**config.mk**
```make
export PLATFORM = sky130hd
export DESIGN_NAME = alu_pipe
export DESIGN_NICKNAME = d
export VERILOG_FILES = /design/src/rtl/alu_pipe.sv
export SDC_FILE = /design/constraint.sdc
export NUM_CORES = 1
export LEC_CHECK = 0
export ABC_CLOCK_PERIOD_IN_PS = 13100
export CAP_MARGIN = 20
export CELL_PAD_IN_SITES_DETAIL_PLACEMENT = 0
export CELL_PAD_IN_SITES_GLOBAL_PLACEMENT = 1
export CORE_ASPECT_RATIO = 0.5
export CORE_MARGIN = 8
export CORE_UTILIZATION = 35
export CTS_BUF_LIST = sky130_fd_sc_hd__clkbuf_16
export CTS_CLUSTER_DIAMETER = 100
export DETAILED_ROUTE_END_ITERATION = 12
export GPL_TIMING_DRIVEN = 0
export PLACE_DENSITY_LB_ADDON = 0.1
export SLEW_MARGIN = 20
export SYNTH_ARGS = -nofsm -noshare
export SYNTH_HDL_FRONTEND = slang
export SYNTH_SLANG_ARGS = --single-unit
```
**constraint.sdc**
```tcl
create_clock -name clk -period 13.1 [get_ports clk]
set_input_delay 1.31 -clock clk [delete_from_list [all_inputs] [get_ports clk]]
set_output_delay 1.31 -clock clk [all_outputs]
set_load 0.01 [all_outputs]
```
**src/rtl/alu_pipe.sv**
```systemverilog
// Single-stage pipelined ALU with a valid/ready handshake on both sides.
// The result, its opcode and the N/Z/V flags are registered one cycle after accept.
module alu_pipe #(
  parameter int WIDTH = 16,
  parameter int LANE  = 4,
  parameter int SHW   = $clog2(WIDTH)
) (
  input  logic             clk,
  input  logic             rst,
  input  logic             in_valid,
  output logic             in_ready,
  input  logic [3:0]       opcode,
  input  logic [WIDTH-1:0] in_a,
  input  logic [WIDTH-1:0] in_b,
  output logic             out_valid,
  input  logic             out_ready,
  output logic [WIDTH-1:0] out_data,
  output logic [3:0]       out_opcode,
  output logic             n_flag,
  output logic             z_flag,
  output logic             v_flag
);

  typedef enum logic [3:0] {
    OP_ADD    = 4'h0, OP_SUB = 4'h1, OP_XOR = 4'h2, OP_RED = 4'h3,
    OP_SLL    = 4'h4, OP_SRA = 4'h5, OP_ROR = 4'h6, OP_PADDSB = 4'h7,
    OP_LW     = 4'h8, OP_SW  = 4'h9, OP_LLB = 4'hA, OP_LHB = 4'hB,
    OP_B      = 4'hC, OP_BR  = 4'hD, OP_PCS = 4'hE, OP_HLT = 4'hF
  } op_e;

  localparam int NLANE = WIDTH / LANE;
  localparam int NBYTE = WIDTH / 8;
  localparam logic [WIDTH-1:0] SMAX = {1'b0, {(WIDTH-1){1'b1}}};
  localparam logic [WIDTH-1:0] SMIN = {1'b1, {(WIDTH-1){1'b0}}};
  localparam logic [LANE-1:0]  LMAX = {1'b0, {(LANE-1){1'b1}}};
  localparam logic [LANE-1:0]  LMIN = {1'b1, {(LANE-1){1'b0}}};

  op_e              w_op;
  logic             w_accept;
  logic [WIDTH:0]   w_addsub;
  logic             w_ovf;
  logic [WIDTH-1:0] w_sat;
  logic [WIDTH-1:0] w_red;
  logic [WIDTH-1:0] w_padd;
  logic [LANE-1:0]  w_la;
  logic [LANE-1:0]  w_lb;
  logic [LANE:0]    w_lsum;
  logic [7:0]       w_ba;
  logic [7:0]       w_bb;
  logic [SHW-1:0]   w_sh;
  logic [SHW-1:0]   w_shc;
  logic [WIDTH-1:0] w_sra;
  logic [WIDTH-1:0] w_res;
  logic             w_wn;
  logic             w_wz;
  logic             w_wv;

  logic             r_valid;
  logic [WIDTH-1:0] r_data;
  logic [3:0]       r_opcode;
  logic             r_n;
  logic             r_z;
  logic             r_v;

  assign w_op     = op_e'(opcode);
  assign in_ready = !r_valid || out_ready;
  assign w_accept = in_valid && in_ready;

  // One extra sign bit exposes signed overflow as a mismatch of the top two bits.
  assign w_addsub = (w_op == OP_SUB) ? ({in_a[WIDTH-1], in_a} - {in_b[WIDTH-1], in_b})
                                     : ({in_a[WIDTH-1], in_a} + {in_b[WIDTH-1], in_b});
  assign w_ovf    = w_addsub[WIDTH] ^ w_addsub[WIDTH-1];
  assign w_sat    = w_ovf ? (w_addsub[WIDTH] ? SMIN : SMAX) : w_addsub[WIDTH-1:0];

  assign w_sh  = in_b[SHW-1:0];
  assign w_shc = -w_sh;
  assign w_sra = $signed(in_a) >>> w_sh;

  always_comb begin
    w_red = '0;
    w_ba  = '0;
    w_bb  = '0;
    for (int unsigned i = 0; i < NBYTE; i++) begin
      w_ba  = in_a[8*i +: 8];
      w_bb  = in_b[8*i +: 8];
      w_red = w_red + {{(WIDTH-8){w_ba[7]}}, w_ba} + {{(WIDTH-8){w_bb[7]}}, w_bb};
    end
  end

  always_comb begin
    w_padd = '0;
    w_la   = '0;
    w_lb   = '0;
    w_lsum = '0;
    for (int unsigned i = 0; i < NLANE; i++) begin
      w_la   = in_a[LANE*i +: LANE];
      w_lb   = in_b[LANE*i +: LANE];
      w_lsum = {w_la[LANE-1], w_la} + {w_lb[LANE-1], w_lb};
      if (w_lsum[LANE] != w_lsum[LANE-1])
        w_padd[LANE*i +: LANE] = w_lsum[LANE] ? LMIN : LMAX;
      else
        w_padd[LANE*i +: LANE] = w_lsum[LANE-1:0];
    end
  end

  always_comb begin
    w_res = in_a;
    w_wn  = 1'b0;
    w_wz  = 1'b0;
    w_wv  = 1'b0;
    case (w_op)
      OP_ADD, OP_SUB: begin
        w_res = w_sat;
        w_wn  = 1'b1;
        w_wz  = 1'b1;
        w_wv  = 1'b1;
      end
      OP_XOR:    begin w_res = in_a ^ in_b;                       w_wz = 1'b1; end
      OP_RED:    w_res = w_red;
      OP_SLL:    begin w_res = in_a << w_sh;                      w_wz = 1'b1; end
      OP_SRA:    begin w_res = w_sra;                             w_wz = 1'b1; end
      OP_ROR:    begin w_res = (in_a >> w_sh) | (in_a << w_shc);  w_wz = 1'b1; end
      OP_PADDSB: w_res = w_padd;
      OP_LW, OP_SW: w_res = in_a + in_b;
      OP_LLB:    w_res[7:0]  = in_b[7:0];
      OP_LHB:    w_res[15:8] = in_b[7:0];
      OP_B, OP_BR, OP_PCS, OP_HLT: w_res = in_a;
      default:   w_res = in_a;
    endcase
  end

  always_ff @(posedge clk) begin
    if (rst) begin
      r_valid  <= 1'b0;
      r_data   <= '0;
      r_opcode <= '0;
      r_n      <= 1'b0;
      r_z      <= 1'b0;
      r_v      <= 1'b0;
    end else if (w_accept) begin
      r_valid  <= 1'b1;
      r_data   <= w_res;
      r_opcode <= opcode;
      if (w_wn) r_n <= w_res[WIDTH-1];
      if (w_wz) r_z <= (w_res == '0);
      if (w_wv) r_v <= w_ovf;
    end else if (out_ready) begin
      r_valid  <= 1'b0;
    end
  end

  assign out_valid  = r_valid;
  assign out_data   = r_data;
  assign out_opcode = r_opcode;
  assign n_flag     = r_n;
  assign z_flag     = r_z;
  assign v_flag     = r_v;

endmodule

```
[Word level (Yosys, flattened, before mapping)]
Index checks and enable logic that the tools add are counted.
Word-level totals
  word-level logic and storage cells: 67
  input bits: 40
  output and inout port bits: 25
  register bits after elaboration: 24
Operators by class
  bitwise gates (word level): 3
  mux-type cells: 17
  shift-type cells: 4
  eq/ne operators: 15
  reduce and logical (&&, ||, !) cells: 11
  add/sub/neg operators: 11
Operator list (number)
  8-bit one-hot mux with 9 select lines: 2
  16-bit two-way mux: 2
  4-bit two-way mux: 8
  16-bit by 4-bit << shifter with 16-bit output: 2
  4-bit by 4-bit adder with 5-bit output: 4
  16-bit by 16-bit adder with 17-bit output: 1
  17-bit two-way mux: 1
  16-bit by 16-bit subtractor with 17-bit output: 1
  16-bit adder: 1
  4-bit by 3-bit == test with 1-bit output (second input constant): 4
  4-bit == test (second input constant): 4
  16-bit zero test: 1
  16-bit bitwise OR: 1
  16-bit by 4-bit right shift with 16-bit output: 1
  16-bit by 4-bit >>> shifter with 16-bit output: 1
  16-bit XOR: 1
  10-bit by 8-bit adder with 11-bit output: 1
  9-bit by 8-bit adder with 10-bit output: 1
  8-bit by 8-bit adder with 9-bit output: 1
  4-bit by 2-bit == test with 1-bit output (second input constant): 2
  6-bit OR reduction: 1
  4-bit by 1-bit == test with 1-bit output (second input constant): 1
  4-bit zero test: 1
  1-bit two-way mux: 4
  9 further kinds: 14

[Longest topological paths before layout]
Gate-level depths: netlist (run 1).
  depth after elaboration: 6
  depth in mapped cells: 21
  depth with buffers taken out: 18

[Worst setup path after synthesis (run 1)]
OpenSTA, ideal clock, no wires.
  path type: input-to-reg
  start point: input port in_b[0]
  end point: register r_z, in the netlist z_flag
  path buffers: 4
  data required time: 12.966 ns
  setup time: 0.134 ns
  data arrival time: 5.548 ns
  stages on the path: 20
  slack: 7.417 ns
  cells stage by stage: buf_6 -> clkinv_1 -> clkbuf_1 -> ha_1 -> buf_1 -> clkbuf_1 -> nand2_1 -> o21ai_0 -> inv_1 -> ha_1 -> nor2b_1 -> o31a_1 -> o2111a_1 -> a211oi_1 -> and2_1 -> a21boi_0 -> a31oi_1 -> a2111oi_2 -> nand4bb_1 -> o31ai_1
Between the ends
  word-level cells in the longest chain between the ends: 6
  elaborated cells on any way between the ends: 24
  classes of those cells: 8 x add/sub; 1 x eq/ne; 4 x shift; 7 x mux; 3 x bitwise; 1 x reduce/logical
Ends and longest elaborated chain
  start: declaration: RTL line 14  | input logic [WIDTH-1:0] in_b,
  branches (longest 5 deep; another with 10-bit by 8-bit adder with 11-bit output)
  16-bit zero test *: RTL line 145  | if (w_wz) r_z <= (w_res == '0);
  end signal: assignment: RTL line 145
  end: declaration: RTL line 62  | logic r_z;
Mark *: on every way between the ends.
A chain may end at the register's enable or synchronous reset.

[Worst setup path after layout (run 1)]
Ends and elaborated chain as after synthesis.

==> results of run 1 <==
[metrics by stage]
| stage | hold slack (ps) | std cells | instance area [um2] |
|---|---|---|---|
| floorplan | 481 | 1090 | 7960 |
| global placement | 443 | 1460 | 8970 |
| detailed placement | 446 | 1460 | 8990 |
| CTS | 454 | 1464 | 9090 |
| global route | 475 | 1464 | 9100 |
| finish | 452 | 1464 | 9100 |
[cells in the mapped netlist (17+ instances only)]
| cell | n | area [um2] |
|---|---|---|
| a21oi_1 | 98 | 490 |
| clkbuf_1 | 53 | 199 |
| a211oi_1 | 35 | 263 |
| nand3_1 | 22 | 110 |
| mux2i_1 | 36 | 360 |
| dfxtp_1 | 24 | 480 |
| xnor2_1 | 27 | 236 |
| o211ai_1 | 19 | 143 |
| o21ai_0 | 70 | 350 |
| nand2_1 | 128 | 480 |
| mux4_2 | 24 | 541 |
| ha_1 | 44 | 551 |
| xor2_1 | 21 | 184 |
| buf_2 | 17 | 85.1 |
| nor3_1 | 25 | 125 |
| inv_1 | 59 | 221 |
| o22ai_1 | 18 | 113 |
| nor2_1 | 94 | 353 |
| fa_1 | 22 | 440 |
[metal layers]
| layer | vias to the layer above | wire [um] | share of wire, % |
|---|---|---|---|
| met4 | 2 | 689 | 1.5 |
| li1 | 4210 | - | - |
| met1 | 4847 | 19700 | 44 |
| met2 | 657 | 17000 | 38 |
| met5 | - | 13 | 0.029 |
| met3 | 67 | 7730 | 17 |
[logic make-up after synthesis]
group	after synthesis	share of synthesized area, %
compound gates	375	31.4
simple gates	342	20.1
buf+inv	149	8.35
mux	80	15.3
fa+ha+maj	70	13.0
xor+xnor	50	5.83
flops	24	6.04
[worst max-delay path, delay by kind of cell]
kind / cells / cell delay, ps
buf+inv: 7 / 3000
compound gates: 8 / 2450
fa+ha+maj: 2 / 810
simple gates: 4 / 680
[power by group]
group / switching [uW] / total, uW / internal, uW
combinational: 335 / 522 / 186
sequential: 2.61 / 81.5 / 78.9
clock: 25.5 / 86.2 / 60.7
total: 363 / 689 / 326
[path summary, 6_finish.rpt]
| path | to |
|---|---|
| worst max-delay path | z_flag$_SDFFE_PP0P_ |
| worst min-delay path | out_data[3]$_SDFFE_PP0P_ |
| worst max register to register | out_data[11]$_SDFFE_PP0P_ |
| worst min register to register | out_data[3]$_SDFFE_PP0P_ |
[state kept, by name, summed over array words and instances (netlist names)]
| name | count |
|---|---|
| out_opcode | 4 |
| v_flag | 1 |
| n_flag | 1 |
| out_valid | 1 |
| z_flag | 1 |
| out_data | 16 |
[area by class of cell]
cell class                      count  area (um2)  area share [%]
Sequential cell                    24         480            5.28
Clock inverter                      1        30.0           0.330
Tap cell                          307         384            4.22
Multi-Input combinational cell    917        6830            75.1
Clock buffer                        3        75.1           0.825
Timing Repair Buffer               63         631            6.93
Buffer                             86         428            4.70
Inverter                           63         236            2.60
==> summary.md, run 1 <==
| Metric | Value |
|---|---|
| Status | finished, final reports clean |
| Die area | around 28000 um2 |
| NumNets Final | between 1k and 1.5k |
| Final period util | between 60 and 70% |
| Antenna Cells | 0 |
| Syn Area/Cell | roughly 7.3 um2 |
| CP arrival | slightly above 8000 ps |
| Die width | ~230 um |
| All-Layer GR Usage | a little under a third |
| CTS Buffer Depth | 2 |
| Number of global-route vias before repair | just under 9k |
| Die Span Y | between 100 and 150 um |
| Pin count of the biggest net entering global routing | 15 |
| Hold crit path type | flip-flop to flip-flop |
| Setup CP Type | input pin to flip-flop |
| Area growth, synth to finish | 14.3% |
| Critical Path, Cell by Cell | clkdlybuf4s50_1 -> buf_6 -> clkinv_1 -> clkbuf_1 -> ha_1 -> buf_1 -> clkbuf_1 -> nand2_1 -> o21ai_0 -> inv_1 -> ha_1 -> nor2b_1 -> o31a_1 -> o2111a_1 -> a211oi_1 -> and2_1 -> a21boi_0 -> a31oi_1 -> a2111oi_2 -> nand4bb_1 -> o31ai_1 |
| Setup WS pre-CTS | roughly 5000 ps |
| Fmax | about 120 MHz |
| Clk sink count | 24 |
| Routed WL | between 40000 and 50000 um |
| Clock skew | 2.71 ps |
| Slew at the pin with the worst max-slew slack | approximately 1300 ps |
| Synth async-reset ratio | 0% |
| Post-layout util | roughly two fifths |
| Post-synthesis sequential area ratio | 6.04% |
| Startpoint types | input pin |
| Placer Congestion | 1.06 |
| Routed Antenna Nets | 0 |
| Most crowded layer after global routing | met1 |
| Critical Path Start | in_b[0] |
| Synth Flop Type | dfxtp_1 |
| Via count | a little under 10k |
| CP Max Fanout | 11 |
| Port Buffer Count | 63 |
| Drt wl/cell | ~31 um |
| Endpoints failing setup | 0 |
| Initial Util | between 30% and 40% |
| Worst r2r src | out_valid$_SDFFE_PP0P_ |
| CTS clk-pin slew, worst paths | ~60 ps |
| Number of CTS-inserted buffers | 3 |
| GRT overflow | 0 |
| Reg-to-reg slack, setup | 11470 ps |
| Min Tclk post-route | 8140 ps |
| CTS-repair resized insts | 0 |
| Hold depth | 2 |
| Core Region | between 20000 and 25000 um2 |
| Initial antenna violation count | 1 |
| Post-CTS setup buffers | 0 |
| Row count | 39 |
| CP endpoint kind | flip-flop |
| Power Density | ~76 nW/um2 |
| Latest clock arrival within the worst-skew pair | approximately 260 ps |
| Layout cell share with drive strength beyond 1 | under 10% |
| Max_slew headroom | 14.4% |
| Number of iterations in the first detailed-routing pass | 6 |
| Distinct cell type count after synthesis | between 90 and 100 |
| Post-Syn Area | 7960 um2 |
| WP data required | approximately 13000 ps |
| Yosys warning count | 0 |
| Max Cap Violations | 0 |
| GR Util met2 | 41.9% |
| Reg2reg path depth | 6 |
| Worst vdd ir | about 0.09 mV |
| 1st-iter DRT viols | ~1.3k |
| P_leak | roughly 0.0035 uW |
| Tot Pwr | just under 700 uW |
| RSZ-0062 raised after global routing | no |
| Number of flops mapped to enable cells by yosys | 0 |
| Commonest cells after routing, fill and taps aside | nand2_1, a21oi_1, nor2_1 |
| # hold bufs at CTS | 0 |
| CTS tree | built |
| Crit path largest cell delay | 820 ps |
| Drc violations | 0 |
| Synth Net Count | 1196 |
| Commonest non-fill, non-tap cell in the layout | nand2_1 |
| Hpwl dp | around 37000 um |
| Pins Over Slew Limit | 0 |
| Hold path start | out_data[3]$_SDFFE_PP0P_ |
| CP max-delay cell | a211oi_1 |
| H-tree depth | 1 |
| CTS Root Cell | clkbuf_16 |
| Grt met1 use | 42.5% |
| Final setup TNS | 0 ps |
| #FFs+latches synth | 24 |
| Cells after Synth | ~1.1k |
| IO Pins | 65 |
| Final Hold Vio Count | 0 |
| Met3 Usage GRT | between 10% and 20% |
| First-pass GRT wire length | approximately 64000 um |
| Filler cells | between 2k and 2.5k |
| PnR worst setup slack | ~5000 ps |
| Via density | between 6 and 7 |
(Power assumes the default switching activity.)
==> run 2, diff against run 1 <==
Settings changed: ABC_CLOCK_PERIOD_IN_PS 13100 to 7000.
Clock period 13.1 ns to 7 ns, I/O delays scaled along.
==> run 2 against run 1 <==
  * Clock power is 87% higher
  * Highest routed layer unchanged
  * Cell area increased by 0.25%
  * Sequential share of layout area barely moved
  * Power rose by 88%
  * Largest cell class unchanged
  * Hold slack did not move
  * Via count stayed put
  * Core utilization rose by 0.10 points
  * Die area unchanged
  * Final cell count about the same
  * First-iteration DRC count up 0.87%
  * Critical path type unchanged
  * Global-route usage stayed put
==> summary.md, run 2 (synthesized netlist as in run 1, its figures left out) <==
| Metric | Value |
|---|---|
| CTS-repair resized insts | 2 |
| Number of iterations in the first detailed-routing pass | 5 |
| CTS clk-pin slew, worst paths | approximately 60 ps |
| CTS Root Cell | clkbuf_16 |
| Setup WS pre-CTS | -589 ps |
| Area growth, synth to finish | 14.6% |
| CTS Buffer Depth | 2 |
| Reg2reg path depth | 6 |
| Core Region | 22600 um2 |
| 1st-iter DRT viols | 1276 |
| P_leak | around 0.0035 uW |
| Initial Util | about a third |
| WP depth | 17 |
| All-Layer GR Usage | about 31% |
| First-pass GRT wire length | 64200 um |
| Hold crit path type | flip-flop to flip-flop |
| Power Density | ~140 nW/um2 |
| Crit path largest cell delay | around 860 ps |
| CP arrival | 6960 ps |
| Drc violations | 0 |
| Hold depth | 2 |
| Die area | 28100 um2 |
| WP data required | between 7000 and 8000 ps |
| Status | finished, final reports clean |
| Initial antenna violation count | 1 |
| Tot Pwr | around 1300 uW |
| Clock skew | between 2 and 3 ps |
| Commonest non-fill, non-tap cell in the layout | nand2_1 |
| PnR worst setup slack | roughly 210 ps |
| Fmax | 147 MHz |
| Post-CTS setup buffers | 0 |
| # hold bufs at CTS | 0 |
| Hold slack | between 400 and 500 ps |
| Via count | 9783 |
| NumNets Final | ~1.3k |
| Pin count of the biggest net entering global routing | 15 |
| Min Tclk post-route | around 6800 ps |
| Worst vdd ir | 0.169 mV |
| H-tree depth | 1 |
| Row count | 39 |
| Number of global-route vias before repair | roughly 9k |
| Placer Congestion | about 1.1 |
| Clk sink count | 24 |
| CP max-delay cell | clkdlybuf4s50_1 |
| Setup CP Type | input pin to flip-flop |
| Die Span Y | roughly 120 um |
| Critical Path, Cell by Cell | clkdlybuf4s50_1 -> clkbuf_1 -> inv_1 -> fa_1 -> fa_1 -> inv_1 -> ha_1 -> fa_1 -> a21o_1 -> a211oi_1 -> o22ai_1 -> a311o_1 -> nor3_2 -> a31oi_1 -> a2111oi_2 -> nand4bb_1 -> o31ai_1 |
| IO Pins | 65 |
| Final Hold Vio Count | 0 |
| Drt wl/cell | about 31 um |
| Routed Antenna Nets | 0 |
| Port Buffer Count | 63 |
| Commonest cells after routing, fill and taps aside | nand2_1, a21oi_1, nor2_1 |
| Endpoints failing setup | 0 |
| Final setup TNS | 0 ps |
| Final period util | between 90 and 100% |
| Latest clock arrival within the worst-skew pair | ~260 ps |
| Number of CTS-inserted buffers | 3 |
| Pins Over Slew Limit | 0 |
| Max Cap Violations | 0 |
| Worst path top cell family by delay | compound AO/OA/AOI/OAI gates |
| Slew at the pin with the worst max-slew slack | 1300 ps |
| Hpwl dp | roughly 37000 um |
| CTS tree | built |
| RSZ-0062 raised after global routing | no |
| Die width | between 200 and 250 um |
| Routed WL | around 45000 um |
| Max reg flops | 16 |
| Post-layout util | 40.4% |
| Via density | between 6 and 7 |
| Startpoint types | input pin |
| CP endpoint kind | flip-flop |
| Layout cell share with drive strength beyond 1 | 8.48% |
| Max_slew headroom | between 10% and 20% |
| CP Max Fanout | 10 |
| Most frequent CP cell | fa_1 |
| Count of buffer and inverter cells on the critical path | 4 |
| GRT overflow | 0 |
run 2: layer usage:
metal  up-vias  global-route usage (%)  routed length [um]
met5         -                       0                  85
met4         2                    4.52                 573
met3        54                    17.2                8200
met2       702                    41.9               17100
met1      4818                    42.5               19300
li1       4207                       -                   -
run 2: area by class of cell:
cell class / count / area (um2)
antenna: 2 / 5.00
fill: 2425 / 13500
multi-input combinational: 917 / 6850
clock buffer: 3 / 75.1
tap: 307 / 384
clock inverter: 1 / 30.0
buffer: 85 / 427
inverter: 63 / 236
sequential: 24 / 480
timing repair buffer: 63 / 631
run 2: worst paths after layout:
kind	startpoint	endpoint	slack, ps
worst max-delay path	in_a[1]	z_flag$_SDFFE_PP0P_	210
worst min-delay path	out_data[3]$_SDFFE_PP0P_	out_data[3]$_SDFFE_PP0P_	450
worst max register to register	out_valid$_SDFFE_PP0P_	out_data[11]$_SDFFE_PP0P_	5370
worst min register to register	out_data[3]$_SDFFE_PP0P_	out_data[3]$_SDFFE_PP0P_	450
run 2: report_power, final:
| part | leakage [uW] | internal (uW) | switching (uW) | total [uW] |
|---|---|---|---|---|
| clock network | 0.0000511 | 114 | 47.7 | 161 |
| registers | 0.000197 | 148 | 4.89 | 153 |
| logic | 0.00328 | 350 | 633 | 983 |
run 2: worst reg2reg max path, delay by kind of cell, from the launching register on:
kind / cells / cell delay (ps)
buffers and inverters: 2 / 640
flip-flops: 1 / 310
AND/OR/NAND/NOR: 2 / 260
AO/OA/AOI/OAI: 2 / 360
run 2: stage by stage:
step,cells,cell area [um2]
global placement,1460,8970
detailed placement,1460,8990
global route,1463,9120
CTS,1464,9100
finish,1465,9120
floorplan,1090,7960
